$ cat src/rtl/input_handshake_unit.sv
// Front-panel input stage: debounces the Enter/Swap push-buttons, turns an
// accepted Swap press into a one-cycle pulse, and runs the IN-instruction
// handshake (Halt while waiting, capture switches on Enter, one-cycle InAck).

// Per-button debouncer: 2-flop synchronizer, stability counter, press pulse.
module input_handshake_debounce #(
    parameter int unsigned DEBOUNCE_CYCLES = 50000
) (
    input  logic i_clk,
    input  logic i_rst_n,
    input  logic i_key_n,
    output logic o_press
);
    // Counter only needs to reach DEBOUNCE_CYCLES-1 before the state flips.
    localparam int unsigned CW = (DEBOUNCE_CYCLES > 1) ? $clog2(DEBOUNCE_CYCLES) : 1;
    localparam logic [CW-1:0] CNT_LAST = CW'(DEBOUNCE_CYCLES - 1);

    logic          r_sync1;
    logic          r_sync2;
    logic          r_state;
    logic          r_press;
    logic [CW-1:0] r_cnt;
    logic          w_diff;
    logic          w_done;

    // Mismatch between synchronized key and accepted state; done on the last stable edge.
    assign w_diff = (r_sync2 != r_state);
    assign w_done = w_diff && (r_cnt == CNT_LAST);

    // Two-stage synchronizer for the asynchronous raw key (idles released = 1).
    always_ff @(posedge i_clk or negedge i_rst_n) begin
        if (!i_rst_n) begin
            r_sync1 <= 1'b1;
            r_sync2 <= 1'b1;
        end else begin
            r_sync1 <= i_key_n;
            r_sync2 <= r_sync1;
        end
    end

    // Stability counter: counts consecutive mismatching edges, accepts the new level at the end.
    always_ff @(posedge i_clk or negedge i_rst_n) begin
        if (!i_rst_n) begin
            r_cnt   <= '0;
            r_state <= 1'b1;
        end else if (w_done) begin
            r_cnt   <= '0;
            r_state <= r_sync2;
        end else if (w_diff) begin
            r_cnt   <= r_cnt + CW'(1);
        end else begin
            r_cnt   <= '0;
        end
    end

    // Press pulse: one cycle after the accepted state falls from released to pressed.
    always_ff @(posedge i_clk or negedge i_rst_n) begin
        if (!i_rst_n) begin
            r_press <= 1'b0;
        end else begin
            r_press <= w_done && r_state;
        end
    end

    assign o_press = r_press;
endmodule

// Top level: two debouncers plus the IN handshake state machine.
module input_handshake_unit #(
    parameter int unsigned DEBOUNCE_CYCLES = 50000,
    parameter int unsigned SW_WIDTH        = 16
) (
    input  logic                i_clk,
    input  logic                i_rst_n,
    input  logic                i_key_enter,
    input  logic                i_key_swap,
    input  logic [SW_WIDTH-1:0] i_switches,
    input  logic                i_in_request,
    output logic [31:0]         o_data_io,
    output logic                o_in_ack,
    output logic                o_halt,
    output logic                o_swap
);
    typedef enum logic [1:0] {
        ST_IDLE = 2'd0,
        ST_WAIT = 2'd1,
        ST_ACK  = 2'd2,
        ST_DROP = 2'd3
    } state_t;

    state_t      r_state;
    state_t      w_next;
    logic        w_capture;
    logic        w_enter_evt;
    logic        w_swap_evt;
    logic        r_halt;
    logic        r_ack;
    logic [31:0] r_data;
    logic [31:0] w_sw_ext;

    input_handshake_debounce #(.DEBOUNCE_CYCLES(DEBOUNCE_CYCLES)) u_deb_enter (
        .i_clk   (i_clk),
        .i_rst_n (i_rst_n),
        .i_key_n (i_key_enter),
        .o_press (w_enter_evt)
    );

    input_handshake_debounce #(.DEBOUNCE_CYCLES(DEBOUNCE_CYCLES)) u_deb_swap (
        .i_clk   (i_clk),
        .i_rst_n (i_rst_n),
        .i_key_n (i_key_swap),
        .o_press (w_swap_evt)
    );

    // Switches are unsigned, so the cast zero-extends onto the 32-bit bus.
    assign w_sw_ext = 32'(i_switches);

    // Next-state logic; Enter only matters while the processor is waiting.
    always_comb begin
        w_next    = r_state;
        w_capture = 1'b0;
        case (r_state)
            ST_IDLE: begin
                if (i_in_request) begin
                    w_next = ST_WAIT;
                end else begin
                    w_next = ST_IDLE;
                end
            end
            ST_WAIT: begin
                if (w_enter_evt) begin
                    w_next    = ST_ACK;
                    w_capture = 1'b1;
                end else begin
                    w_next    = ST_WAIT;
                end
            end
            ST_ACK: begin
                w_next = ST_DROP;
            end
            ST_DROP: begin
                if (!i_in_request) begin
                    w_next = ST_IDLE;
                end else begin
                    w_next = ST_DROP;
                end
            end
            default: begin
                w_next = ST_IDLE;
            end
        endcase
    end

    // State register.
    always_ff @(posedge i_clk or negedge i_rst_n) begin
        if (!i_rst_n) begin
            r_state <= ST_IDLE;
        end else begin
            r_state <= w_next;
        end
    end

    // Registered decodes of the upcoming state so Halt/InAck line up with the state itself.
    always_ff @(posedge i_clk or negedge i_rst_n) begin
        if (!i_rst_n) begin
            r_halt <= 1'b0;
            r_ack  <= 1'b0;
        end else begin
            r_halt <= (w_next == ST_WAIT);
            r_ack  <= (w_next == ST_ACK);
        end
    end

    // DataIO capture register: loads only on the accepting Enter, otherwise holds.
    always_ff @(posedge i_clk or negedge i_rst_n) begin
        if (!i_rst_n) begin
            r_data <= 32'h0000_0000;
        end else if (w_capture) begin
            r_data <= w_sw_ext;
        end else begin
            r_data <= r_data;
        end
    end

    assign o_data_io = r_data;
    assign o_in_ack  = r_ack;
    assign o_halt    = r_halt;
    assign o_swap    = w_swap_evt;
endmodule

$ cat config.mk
export PLATFORM = sky130hd
export DESIGN_NAME = input_handshake_unit
export DESIGN_NICKNAME = d
export VERILOG_FILES = /design/src/rtl/input_handshake_unit.sv
export SDC_FILE = /design/constraint.sdc
export NUM_CORES = 1
export LEC_CHECK = 0
export CAP_MARGIN = 5
export CORE_MARGIN = 2
export CORE_UTILIZATION = 54
export DETAILED_ROUTE_END_ITERATION = 16
export PLACE_DENSITY_LB_ADDON = 0.1
export SETUP_SLACK_MARGIN = 0.5
export SYNTH_ARGS = -nofsm -noshare
export SYNTH_HDL_FRONTEND = slang
export SYNTH_SLANG_ARGS = --single-unit
$ cat constraint.sdc
create_clock -name i_clk -period 3.15 [get_ports i_clk]
set_input_delay 0.63 -clock i_clk [delete_from_list [all_inputs] [get_ports i_clk]]
set_output_delay 0.63 -clock i_clk [all_outputs]
set_load 0.1 [all_outputs]
### Word level (Yosys, flattened, before mapping)

Cells that the tools add are included.

* input port bits: 21
* logic and storage cells: 40
* register bits: 60

* eq/ne operators: 9
* add/sub/neg operators: 2
* reduce and logical (&&, ||, !) cells: 5
* muxes and demuxes: 10

Operators by type and width (count)
* 16-bit 2-to-1 mux: 4
* 16-bit by 1-bit adder with 16-bit output (second input constant): 2
* 16-bit == test (second input constant): 2
* 2-bit case mux with 4 select lines: 1
* 2-bit == test (second input constant): 3
* 2-bit by 1-bit == test with 1-bit output (second input constant): 2
* 1-bit logical AND: 4
* 2-bit 2-to-1 mux: 2
* 1-bit 2-to-1 mux: 3
* 2-bit zero test: 1
* 1-bit != test: 2

### Depth between registers and ports, before layout

Gate-level depths: netlist of run 1.

* word-level depth: 3
* depth in mapped cells: 6
* mapped depth without buffers: 5

### Cells and area by module

Synthesis of run 1 repeated with hierarchy kept, for this count alone.

* cells, all modules: 234
* area, all modules: 2879.0 um^2

Modules (own cells, without submodules)
* input_handshake_debounce: area an instance 987.2 um^2, instances 2, cells an instance 85, seq. area each 504.2 um^2
* input_handshake_unit: area an instance 904.6 um^2, instances 1, cells an instance 64, seq. area each 500.5 um^2

### Worst setup path after synthesis of run 1

No wires, ideal clock.

* path type: flip-flop to flip-flop
* start point: reg u_deb_swap.r_cnt[10]
* end point: reg u_deb_swap.r_state
* arrival: 1.761 ns
* period minus slack after synthesis: 1.843 ns
* cell stages (with the launch flop): 4
* path slack: 1.307 ns
* required time: 3.068 ns
* cell sequence: dfrtp_1 or4_1 or4_4 mux2_4

* cells in the longest elaborated chain, start to end: 2

Ends and longest elaborated chain
* from (decl): RTL line 22 `logic [CW-1:0] r_cnt;`
* from (signal assigned): RTL line 50 `r_cnt <= r_cnt + CW'(1);`
* 16-bit == test: RTL line 28 `assign w_done = w_diff && (r_cnt == CNT_LAST);`
* 1-bit logical AND: RTL line 28
* to (signal assigned): RTL line 48 `r_state <= r_sync2;`
* to (decl): RTL line 20 `logic r_state;`

No other way between the ends.
A chain may end at the register's enable or synchronous reset.

### Worst setup path after layout of run 1

Same ends and word-level chain as after synthesis.

==> metrics, run 1 <==
Internal=roughly 0.0012 W; Worst slew margin=0.467; Leak=about 1.4 nW; post-synth cell types=31; PD cells=roughly 540 nW/um^2; DR vias/cell=about 5; DRT Pass-1 Iters=4; Yosys reg bits=60; Top FF cell, synth=dfrtp_1; first-pass GRT wire length=~7500 microns; vias in the first global route=approximately 1,700; Sequential Power Share=0.463; synth warn=0; nature of the critical path endpoint=flop; compound-cell area share of the yosys netlist=0.00560; final hold violations=0; H-Tree Depth=3; Register Area=~1500 sq um; # fillers=387; DRC viols=0; DR vias=around 1,800; Worst-Margin Slew=0.797 ns; CTS Buf Count=9; register area share after synthesis=0.563; post-placement setup slack=around 1.3 ns; largest family of logic cells by synthesized area=simple AND/OR/NAND/NOR gates; share of the synthesized area in the top cell type=0.504; final net count=between 300 and 400; hold-fix buffers at CTS=0; Worst Setup Start Kind=flop; Worst Path Arrival=2.15 ns; Mean Syn Cell Area=11.5 sq um; Crit. Startpoint=u_deb_swap.r_cnt[10]; DRT antenna net count=0; clock transition at the registers of the reported paths=roughly 0.07 ns; diode count=0; skew final=approximately 0.008 ns; Post-Synth Adder-Cell Area=0.00934; required time worst endpoint=3.41 ns; die area=5540 sq um; Sw Share=0.302; area share of xor/xnor cells in the synthesized design=0.0980; area grow syn2layout=20.6%; Async SR Flop Fraction=1.00; RSZ-0062 raised after global routing=false; clock power share=0.375; final wirelength=around 4600 microns; antenna violations before repair=0; clk root buf=clkbuf_8; synthesized instance count=roughly 230; hpwl dp=between 3000 and 4000 microns; Die X-Extent=approximately 74 microns; Sink Count=60; Overall Global Routing Usage=0.182; Max VDD drop=~0.36 mV; number of core rows=25; Post-synth EDFFs=0; total gr overflow=0; Slew Limit Fails=0; most frequent cells after synthesis=dfrtp_1, nor2_1, xnor2_1; peak fanout along the critical path=4; # IOs=56; Clock Latency Late Sink=0.33 ns; IO buf count=39; post_cts resized=0; Setup Fix Bufs, Post-CTS=0; worst setup path category=reg2reg; Final setup viols=0; fmax=between 0.5 and 0.6 GHz; GPL Wtd Cong=~0.75; largest area contributor in the netlist=dfrtp_1; Fin Setup TNS=0 ns; Tmin final=about 1.9 ns; Initial DRC Count=around 80; Hold WC Path Type=in2async; fraction of layout cells with a size suffix above 1=0.230; Switching Power=between 0.0005 and 0.0006 W; Die Ht=approximately 74 microns; maximum buffer depth of the clock tree=2; worst r2r src=u_deb_swap.r_cnt[10]; final setup margin=1.26 ns; Cell Area, Synth=around 2700 sq um; CTS tree=done; maxcap violations=0; per-cell routed wire length=about 13 microns; Multi-input gate area=1060 sq um; Initial Util=0.564; largest net degree at the start of global routing=35; core area=between 4000 and 5000 sq um; post-synthesis mux area share=0.0770; count leader, synth=dfrtp_1; simple-gate share of the synthesized area=0.183; Gate power share=0.162; Tcrit/Tclk final=0.601; Area contributors post-synth=dfrtp_1, xnor2_1, mux2_2; status=completed
logic make-up (layout without fill, tap and decap cells):
kind of cell,count (synthesis),after routing
flops,60,60
fa+ha+maj,2,2
xor+xnor,30,30
buf+inv,27,65
other cells,1,16
compound gates,3,3
mux,18,18
simple gates,93,93
area by class of cell:
class | count | share of cell area
inverters | 8 | 0.00929
clock buffers | 13 | 0.0554
flip-flops and latches | 60 | 0.467
multi-input cells | 162 | 0.328
well taps | 67 | 0.0259
clock inverters | 3 | 0.00581
repair buffers | 41 | 0.109
layout by cell type, fill, tap and decap left out, types with 6 or more instances in the layout:
| master | instances |
|---|---|
| clkbuf_8 | 13 |
| nor3_1 | 8 |
| inv_1 | 8 |
| conb_1 | 16 |
| nor2_1 | 39 |
| dfrtp_1 | 54 |
| mux2_2 | 17 |
| nand4_1 | 6 |
| dfstp_2 | 6 |
| nor4_1 | 6 |
| buf_4 | 21 |
| clkdlybuf4s50_1 | 19 |
| nand2_1 | 9 |
| nand3_1 | 11 |
| xnor2_1 | 26 |
sequential cells by signal, summed over array words and instances, names as in the netlist:
register and cells:
u_deb_swap.r_cnt 16, o_halt 1, o_in_ack 1, o_data_io 16, u_deb_enter.o_press 1, u_deb_swap.r_sync2 1
u_deb_swap.o_press 1, u_deb_enter.r_cnt 16, r_state 2, u_deb_swap.r_state 1, u_deb_enter.r_sync1 1, u_deb_enter.r_state 1
u_deb_enter.r_sync2 1, u_deb_swap.r_sync1 1
critical path, cell delays in order, from the launching register on:
cell	delay (ns)
dfrtp_1	0.41
or4_1	0.52
or4_4	0.57
mux2_4	0.32
power groups by stage:
stage | combinational [W] | sequential (W) | clock (W)
detailed placement | 0.000287 | 0.000829 | 0
finish | 0.000284 | 0.000815 | 0.000659
global placement | 0.000285 | 0.000827 | 0
floorplan | 0.000130 | 0.000928 | 0
global route | 0.000299 | 0.000817 | 0.000708
CTS | 0.000287 | 0.000815 | 0.000676
metrics by stage:
stage / hold slack (ns) / utilization / power, W / instance area (sq um) / instances
finish: 0.0812 / 0.680 / 0.00176 / 3230 / 354
global route: 0.0806 / 0.680 / 0.00182 / 3230 / 354
CTS: 0.0726 / 0.680 / 0.00178 / 3230 / 354
detailed placement: 0.349 / 0.638 / 0.00112 / 3030 / 338
global placement: 0.346 / 0.638 / 0.00111 / 3030 / 338
floorplan: 0.334 / - / 0.00106 / 2740 / 249
final timing paths:
| kind | endpoint | slack [ns] | cells after the start |
|---|---|---|---|
| setup reg to reg | u_deb_swap.r_state | 1.26 | 3 |
| hold / removal | u_deb_swap.r_cnt[4] | 0.08 | 1 |
| hold reg to reg | u_deb_swap.r_sync2 | 0.36 | 0 |
| setup / recovery | u_deb_swap.r_state | 1.26 | 3 |
| min in group i_clk | u_deb_swap.r_sync2 | 0.36 | 0 |
| max in group asynchronous | u_deb_enter.r_sync1 | 2.44 | 2 |
per-layer routing:
metal	GRT usage	up-vias	part of all wire
met1	0.218	869	0.42
met3	0.0407	13	0.036
li1	-	851	-
met2	0.293	42	0.51
met5	0	-	0
met4	0.125	0	0.029
No activity file was read; power rests on OpenSTA's default activity.
==> inputs of run 2 (changes only) <==
--- a/config.mk
+++ b/config.mk
@@ -7,7 +7,7 @@
 export LEC_CHECK = 0
 export CAP_MARGIN = 5
 export CORE_MARGIN = 2
-export CORE_UTILIZATION = 54
+export CORE_UTILIZATION = 46
 export DETAILED_ROUTE_END_ITERATION = 16
 export PLACE_DENSITY_LB_ADDON = 0.1
 export SETUP_SLACK_MARGIN = 0.5
==> constraint.sdc (replaced) <==
create_clock -name i_clk -period 1.5 [get_ports i_clk]
set_input_delay 0.3 -clock i_clk [delete_from_list [all_inputs] [get_ports i_clk]]
set_output_delay 0.3 -clock i_clk [all_outputs]
set_load 0.1 [all_outputs]
==> run 2 against run 1 <==
  * The run now ends with negative setup slack left
  * Final cell count grew 15%
  * Sequential power grew 110%
  * Non-clock buffer count grew 49
  * Hold slack gained 0.28 ns
  * Clock skew shrank 0.00075 ns
  * Critical path type unchanged
  * Critical endpoint unchanged
  * Highest routed layer unchanged
==> metrics, run 2 (synthesis gave the netlist of run 1 again) <==
Worst path max stage delay=roughly 0.5 ns; Initial DRC Count=93; fraction of layout cells with a size suffix above 1=0.497; first-pass GRT wire length=between 9000 and 10,000 microns; worst-path cell chain=or4_1 > or4_4 > mux2_4; Hold WC Path Type=reg2reg; Tmin final=between 1.5 and 2 ns; Overall Global Routing Usage=0.212; failing checks=negative setup slack; # IOs=56; commonest non-fill, non-tap cell in the layout=buf_4; fmax=roughly 0.58 GHz; Worst Hold Margin=~0.36 ns; H-Tree Depth=3; Crit path buffers/inverters=0; area grow syn2layout=60.6%; largest net degree at the start of global routing=61; final net count=354; DP Area=roughly 3600 sq um; per-cell routed wire length=about 15 microns; DR vias=roughly 2,000; CTS Buf Count=9; Final setup viols=34; final wirelength=about 6200 microns; non-filler instance count after layout=408; Max VDD drop=approximately 0.71 mV; skew final=0.00746 ns; Placed Cells=about 370; maxcap violations=0; RSZ-0062 raised after global routing=true; Initial Util=0.481; Die X-Extent=approximately 80 microns; diode count=0; Worst Setup Start Kind=flop; Final Power=between 0.003 and 0.004 W; clk root buf=clkbuf_8; DR vias/cell=around 5; CTS tree=done; # fillers=324; worst setup path category=reg2reg; peak fanout along the critical path=4; nature of the critical path endpoint=flop; final setup margin=-0.228 ns; crit-path leading delay family=simple AND/OR/NAND/NOR gates; status=finished with violations; total gr overflow=0; maximum buffer depth of the clock tree=2; die area=6450 sq um; Die Ht=around 80 microns; Crit-path slowest cell=or4_1; hpwl dp=approximately 3500 microns; DRC viols=0; IO buf count=39; number of core rows=27; PD cells=approximately 910 nW/um^2; final hold violations=0; DRT antenna net count=0; antenna violations before repair=0; Core Util, Final=0.772; Clock Latency Late Sink=0.34 ns; Tcrit/Tclk final=1.15; GPL Wtd Cong=around 0.79; fin area=4310 sq um; vias in the first global route=between 2,000 and 2,500; Slew Limit Fails=0; Worst Path Arrival=roughly 2 ns; Leak=around 1.8 nW; required time worst endpoint=1.77 ns; DRT Pass-1 Iters=4; core area=5570 sq um; clock transition at the registers of the reported paths=0.06 ns; Sink Count=60; most frequent cells in the layout=buf_4, dfrtp_1, xnor2_1
-- run 2: worst reg2reg max path: stages, from the launching register on --
cell and delay [ns]:
dfrtp_1 0.37, or4_1 0.51, or4_4 0.47, mux2_4 0.31
-- run 2: worst paths after layout --
path                                      start                  end  cells past startpoint  slack, ns
hold reg to reg             u_deb_enter.r_sync1  u_deb_enter.r_sync2                      0       0.36
setup reg to reg           u_deb_swap.r_cnt[10]   u_deb_swap.r_state                      3      -0.23
max in group asynchronous               i_rst_n  u_deb_enter.r_sync1                      3       0.68
setup / recovery           u_deb_swap.r_cnt[10]   u_deb_swap.r_state                      3      -0.23
hold / removal              u_deb_enter.r_sync1  u_deb_enter.r_sync2                      0       0.36
min in group asynchronous               i_rst_n        o_data_io[15]                      3       0.51
-- run 2: routing by layer --
layer | up-vias | GRT usage | share of wire
li1 | 959 | - | -
met1 | 975 | 0.271 | 0.44
met2 | 60 | 0.326 | 0.48
met3 | 12 | 0.0607 | 0.062
met4 | 0 | 0.115 | 0.023
met5 | - | 0 | 0
-- run 2: repair_timing --
action	CTS	global route
pin swaps	9	4
resized for setup	59	10
hold buffers	1	0
hold endpoints to repair	54	0
buffers inserted	18	5
setup endpoints to repair	72	73
gates cloned	2	0
-- run 2: stage by stage --
| stage | TNS [ns] | setup slack, ns |
|---|---|---|
| floorplan | -3.46 | -0.243 |
| global placement | -3.34 | -0.226 |
| detailed placement | -3.47 | -0.227 |
| CTS | -3.63 | -0.236 |
| global route | -6.24 | -0.278 |
| finish | -3.87 | -0.228 |
-- run 2: report_power, final --
group          internal, W  switching, W  total (W)
Sequential         0.00169     0.0000555    0.00174
Combinational     0.000298      0.000546   0.000844
Clock             0.000735      0.000599    0.00133
Total              0.00272       0.00120    0.00392
-- run 2: area by class of cell --
class                           instances  area, sq um  share of cell area
Multi-Input combinational cell        162         1390               0.323
Clock inverter                          1         5.00             0.00116
Clock buffer                           15          176              0.0410
Timing Repair Buffer                   90         1060               0.247
Tap cell                               72         90.1              0.0209
Sequential cell                        60         1550               0.361
Inverter                                8         30.0             0.00697
==> inputs of run 3 (changes only) <==
--- a/config.mk
+++ b/config.mk
@@ -5,12 +5,13 @@
 export SDC_FILE = /design/constraint.sdc
 export NUM_CORES = 1
 export LEC_CHECK = 0
-export CAP_MARGIN = 5
+export CAP_MARGIN = 10
 export CORE_MARGIN = 2
-export CORE_UTILIZATION = 46
+export CORE_UTILIZATION = 47
 export DETAILED_ROUTE_END_ITERATION = 16
 export PLACE_DENSITY_LB_ADDON = 0.1
 export SETUP_SLACK_MARGIN = 0.5
 export SYNTH_ARGS = -nofsm -noshare
 export SYNTH_HDL_FRONTEND = slang
+export SYNTH_HIERARCHICAL = 1
 export SYNTH_SLANG_ARGS = --single-unit
==> run 3 against run 2 <==
  * The flow now finishes without violations
  * Combinational power shrank 13%
  * First-iteration DRC count is 32% lower
  * Sequential share of layout area up 0.38 points
  * Synthesized cell count is the same
  * Worst setup slack better by 0.31 ns
  * Hold slack worse by 0.0034 ns
  * Clock-buffer cell count decreased by 4
  * Sequential power is essentially flat
  * Cell area unchanged
  * Power is 4.7% lower
  * Critical path type unchanged
  * Critical endpoint is now u_deb_swap/r_cnt[9]
  * Largest cell class unchanged
  * Highest routed layer unchanged
==> metrics, run 3 <==
status=completed; Leak=~1.9 nW; Tmin final=approximately 1.4 ns; maximum buffer depth of the clock tree=2; fmax=just over 0.7 GHz; per-cell routed wire length=between 10 and 15 microns; commonest non-fill, non-tap cell in the layout=dfrtp_2; Worst Hold Margin=between 0.3 and 0.4 ns; Hold WC Path Type=reg2reg; nature of the critical path endpoint=flop; Fin Setup TNS=0 ns; share of the synthesized area in the top cell type=0.469; CTS Buf Count=9; maxcap violations=0; Cell Area, Synth=about 2900 sq um; Worst path max stage delay=0.45 ns; antenna violations before repair=0; Overall Global Routing Usage=0.193; PD cells=~870 nW/um^2; Multi-input gate area=1560 sq um; die area=~6800 sq um; final net count=roughly 330; Max VDD drop=just under 0.8 mV; clk root buf=clkbuf_8; synthesized instance count=between 200 and 250; area grow syn2layout=49.5%; peak fanout along the critical path=8; Die Ht=approximately 82 microns; Initial DRC Count=63; # IOs=56; Initial Util=0.486; core area=around 5900 sq um; largest area contributor in the netlist=dfrtp_1; DRT antenna net count=0; largest net degree at the start of global routing=between 60 and 70; first-pass GRT wire length=about 9500 microns; worst setup path category=reg2reg; Placed Cells=between 300 and 400; most frequent cells in the layout=dfrtp_2, xnor2_1, nor2_1; Worst Path Arrival=1.64 ns; GPL Wtd Cong=0.722; clock transition at the registers of the reported paths=approximately 0.070 ns; DRT Pass-1 Iters=4; Die X-Extent=around 80 microns; worst r2r src=u_deb_swap/r_cnt[4]; vias in the first global route=1,918; Mean Syn Cell Area=12.3 sq um; CTS tree=done; Tcrit/Tclk final=0.942; number of core rows=28; Core Util, Final=0.727; required time worst endpoint=1.73 ns; non-filler instance count after layout=slightly below 400; Crit. Startpoint=u_deb_swap/r_cnt[4]; post-synth cell types=33; DR vias/cell=slightly below 5; final hold violations=0; Post-synth EDFFs=0; worst-path cell chain=and4bb_1 > nand4b_4 > buf_6 > nand2_8 > nor2_1; Sink Count=60; hpwl dp=3380 microns; count leader, synth=dfrtp_1; Clock Latency Late Sink=0.34 ns; final wirelength=5760 microns; skew final=between 0.007 and 0.008 ns; Final setup viols=0; Async SR Flop Fraction=1.00; DRC viols=0; DR vias=around 1,900; total gr overflow=0; H-Tree Depth=3; Slew Limit Fails=0; Register Area=1570 sq um; Final Power=~0.0037 W; synth warn=6; diode count=0; RSZ-0062 raised after global routing=true; Hold Path Origin=u_deb_swap/r_sync1; IO buf count=39; register area share after synthesis=0.524; Area contributors post-synth=dfrtp_1, xnor2_1, dfstp_2; Yosys reg bits=60; Crit-path slowest cell=dfrtp_1; Worst Setup Start Kind=flop; most frequent cells after synthesis=dfrtp_1, nor2_1, xnor2_1; fraction of layout cells with a size suffix above 1=0.543; Top FF cell, synth=dfrtp_1; # fillers=between 400 and 500
run 3: cell count changes after synthesis, moves of 3 or more:
cell / change
mux2_2: -10
mux2_4: +8
nand3_1: -3
nand4_1: -6
nand4_2: +4
nor2_1: -5
nor2_2: +6
nor4_1: -6
nor4_2: +4
run 3: final timing paths:
path / end / slack [ns] / cells past startpoint
hold / removal: u_deb_swap/r_sync2 / 0.36 / 0
setup reg to reg: u_deb_swap/r_cnt[9] / 0.09 / 5
min in group asynchronous: o_data_io[4] / 0.49 / 3
setup / recovery: u_deb_swap/r_cnt[9] / 0.09 / 5
max in group asynchronous: u_deb_enter/r_sync1 / 0.69 / 3
hold reg to reg: u_deb_swap/r_sync2 / 0.36 / 0
run 3: worst max-delay path: cells and delay by family (launching register included):
kind / cells / cell delay [ns]
AND/OR/NAND/NOR: 4 / 0.67
buffers and inverters: 1 / 0.17
flip-flops: 1 / 0.45
run 3: cell families (layout without fill, tap and decap cells):
logic type,Yosys count,count (layout),synth area share
other,1,16,0.00130
AND/OR/NAND/NOR,93,94,0.223
flip-flops,60,60,0.524
multiplexers,18,18,0.0821
adder cells (fa/ha/maj),2,2,0.00869
buffers and inverters,27,92,0.0639
XOR/XNOR,30,30,0.0913
AO/OA/AOI/OAI,3,3,0.00521
run 3: cell type report:
cell class | instances | share of cell area
clock buffer | 11 | 0.0328
clock inverter | 5 | 0.00639
inverter | 8 | 0.00697
multi-input combinational | 163 | 0.363
sequential | 60 | 0.364
tap | 75 | 0.0218
timing repair buffer | 68 | 0.204
run 3: routing by layer:
metal  vias up  GRT usage  wire (microns)
met5         -          0               0
met4         0     0.0550              45
met3         6     0.0783             217
met2        34      0.318            3030
met1       975      0.232            2470
li1        906          -               -
run 3: what timing repair did:
item / 4_1_cts / 5_1_grt
buffers inserted: 20 / 5
endpoints found under the setup margin: 71 / 73
hold buffers: 1 / 0
pin swaps: 21 / 10
resized for setup: 35 / 21
cloned: 3 / 0
hold endpoints to repair: 54 / 0
run 3: stage by stage:
| stage | worst slack (ns) | area, sq um |
|---|---|---|
| 2_1_floorplan | 0.184 | 3110 |
| 6_report | 0.0868 | 4310 |
| 5_1_grt | 0.0348 | 4310 |
| 3_5_place_dp | 0.0730 | 3640 |
| 3_3_place_gp | 0.0869 | 3640 |
| 4_1_cts | 0.113 | 4190 |
run 3: power by group:
group / leakage (nW) / total (W) / switching [W] / internal, W
Combinational: 1.07 / 0.000734 / 0.000497 / 0.000236
Sequential: 0.723 / 0.00175 / 0.0000644 / 0.00169
Clock: 0.0889 / 0.00125 / 0.000621 / 0.000632
Total: 1.88 / 0.00374 / 0.00118 / 0.00256
==> RTL edit, RTL diff (flow settings as in run 1) <==
The parameter `SW_WIDTH` goes from 16 to 12.
--- a/src/rtl/input_handshake_unit.sv
+++ b/src/rtl/input_handshake_unit.sv
@@ -70,3 +70,3 @@
     parameter int unsigned DEBOUNCE_CYCLES = 50000,
-    parameter int unsigned SW_WIDTH        = 16
+    parameter int unsigned SW_WIDTH        = 12
 ) (
Ports: changed (resized i_switches); port bits go from 56 to 52. The function was not compared with the original's and may differ.
==> RTL edit against run 1 <==
  * Power is 19% lower
  * Maximum frequency fell by 1.5%
  * Routed wire length decreased by 12%
  * Critical path type unchanged
  * Critical path depth rose by 1
  * Sequential share of layout area grew 1.8 points
  * Cell area fell by 10%
  * Largest cell class unchanged
  * Combinational power shrank 4%
  * Synthesized area down 4.3%
  * Hold slack improved by 0.18 ns
  * Clock power down 39%
  * Sequential cell count fell by 4
  * Core utilization down 5.6 points
  * Clock skew up 0.0020 ns
  * Worst setup slack got worse by 0.029 ns
==> RTL edit: results (changes against run 1) <==
[run_status]
status = finished, final reports clean  ; unchanged

[route]
via_per_inst = 5.03  ; was 5.01
wirelength_met1_um = 1770  ; was 1920 um
wl_met2_um = 2030  ; was 2330 um
wl_met3_um = 117  ; was 164 um
drt_wl_total_um = 3990  ; was 4550 um
avgRoutedWirePerCell_um = 12.5  ; was 12.9 um
top_layer = met4  ; unchanged
drt_first_pass_iters = 4  ; unchanged

[timing]
slew_headroom_pct = 60.4  ; was 46.7%
fmax_mhz = 520  ; was 528 MHz
skew_ns = 0.0102  ; was 0.00821 ns

[cts]
clk_transition_reported_paths_ns = 0.10  ; was 0.07 ns
clk_latency_ns = 0.31  ; was 0.33 ns
cts_htree_levels = 2  ; was 3
cts_made_buffers = 5  ; was 9
cts_root_buffer = clkbuf_8  ; unchanged
postCtsSetupBuffers = 0  ; unchanged
clock_path_buffers = 2  ; unchanged
post_cts_resized = 0  ; unchanged

[global_routing]
grt_use_met3_pct = 3.87  ; was 4.07%
first_global_vias = 1467  ; was 1701
grt_max_degree = 36  ; was 35
antenna_found_initial = 0  ; unchanged
grt_use_total_pct = 16.4  ; was 18.2%
grt_pass1_wl_um = 6710  ; was 7470 um
grtUsageMet1_pct = 21.5  ; was 21.8%
grt_use_met2_pct = 26.5  ; was 29.3%

[finish]
diodes = 0  ; unchanged
final_nets = 284  ; was 305
drive_above_1_share_pct = 18.4  ; was 23.0%

[power_and_ir_drop]
p_int_mw = 0.971  ; was 1.23 mW
p_leak_nw = 1.23  ; was 1.37 nW
combPwrFrac_pct = 19.0  ; was 16.2%
ir_worst_vdd_mv = 0.315  ; was 0.361 mV
seqPwrFrac_pct = 53.0  ; was 46.3%

[yosys]
synth_cell_types = 32  ; was 31
synth_warnings = 0  ; unchanged
seq_area_frac_synth_pct = 54.9  ; was 56.3%
synth_common_cells = dfrtp_1, nor2_1, xnor2_1  ; unchanged
synth_area_leaders = dfrtp_1, xnor2_1, dfstp_2, buf_4, mux2_2  ; was dfrtp_1, xnor2_1, mux2_2, dfstp_2, nor2_1
synth-async-reset-ratio_pct = 100  ; unchanged
postSynthCellCount = 230  ; was 234

[placement]
place_area_um2 = 2810  ; was 3030 um2
dp_cells = 312  ; was 338
port_buffers = 31  ; was 39
hpwl_um = 2860  ; was 3120 um
gp_congestion = 0.749  ; was 0.754

[worst_setup_path]
crit_fanout = 7  ; was 4
slowest_delay_ns = 0.67  ; was 0.57 ns
critical-path-top-delay-family = simple AND/OR/NAND/NOR gates  ; unchanged

[hold_path]
worst_hold_path_type = in2async  ; unchanged

-- RTL edit: cells by family (layout without fill, tap and decap cells) --
logic type,count (synthesis),in the layout,share of synthesized area [%]
compound gates,3,3,0.585
xor+xnor,30,30,10.2
fa+ha+maj,2,2,0.975
buf+inv,31,48,7.76
flops,56,56,54.9
mux,14,14,6.29
other cells,1,20,0.146
simple gates,93,93,19.1
-- RTL edit: layout make-up --
type | instances | area (um2)
Multi-Input combinational cell | 162 | 1030
Clock buffer | 6 | 82.6
Inverter | 8 | 30.0
Clock inverter | 2 | 13.8
Timing Repair Buffer | 32 | 275
Fill cell | 367 | 1750
Tap cell | 54 | 67.6
Sequential cell | 56 | 1410
-- RTL edit: worst paths after layout --
| kind | from | end | slack (ns) | cells after the start |
|---|---|---|---|---|
| max | u_deb_swap.r_cnt[0] | u_deb_swap.r_state | 1.23 | 4 |
| min | i_rst_n | u_deb_swap.r_cnt[13] | 0.27 | 1 |
| max in group asynchronous | i_rst_n | u_deb_enter.r_sync2 | 2.04 | 2 |
| max reg2reg | u_deb_swap.r_cnt[0] | u_deb_swap.r_state | 1.23 | 4 |
| min in group i_clk | u_deb_swap.r_sync1 | u_deb_swap.r_sync2 | 0.36 | 0 |
| min reg2reg | u_deb_swap.r_sync1 | u_deb_swap.r_sync2 | 0.36 | 0 |
-- RTL edit: through the flow --
stage / total power, mW / utilization (%) / setup slack (ns)
final: 1.43 / 62.4 / 1.23
after global placement: 1.04 / 60.3 / 1.28
after floorplan: 1.00 / - / 1.31
after global routing: 1.49 / 62.4 / 1.12
after CTS: 1.45 / 62.4 / 1.22
after detailed placement: 1.05 / 60.3 / 1.24
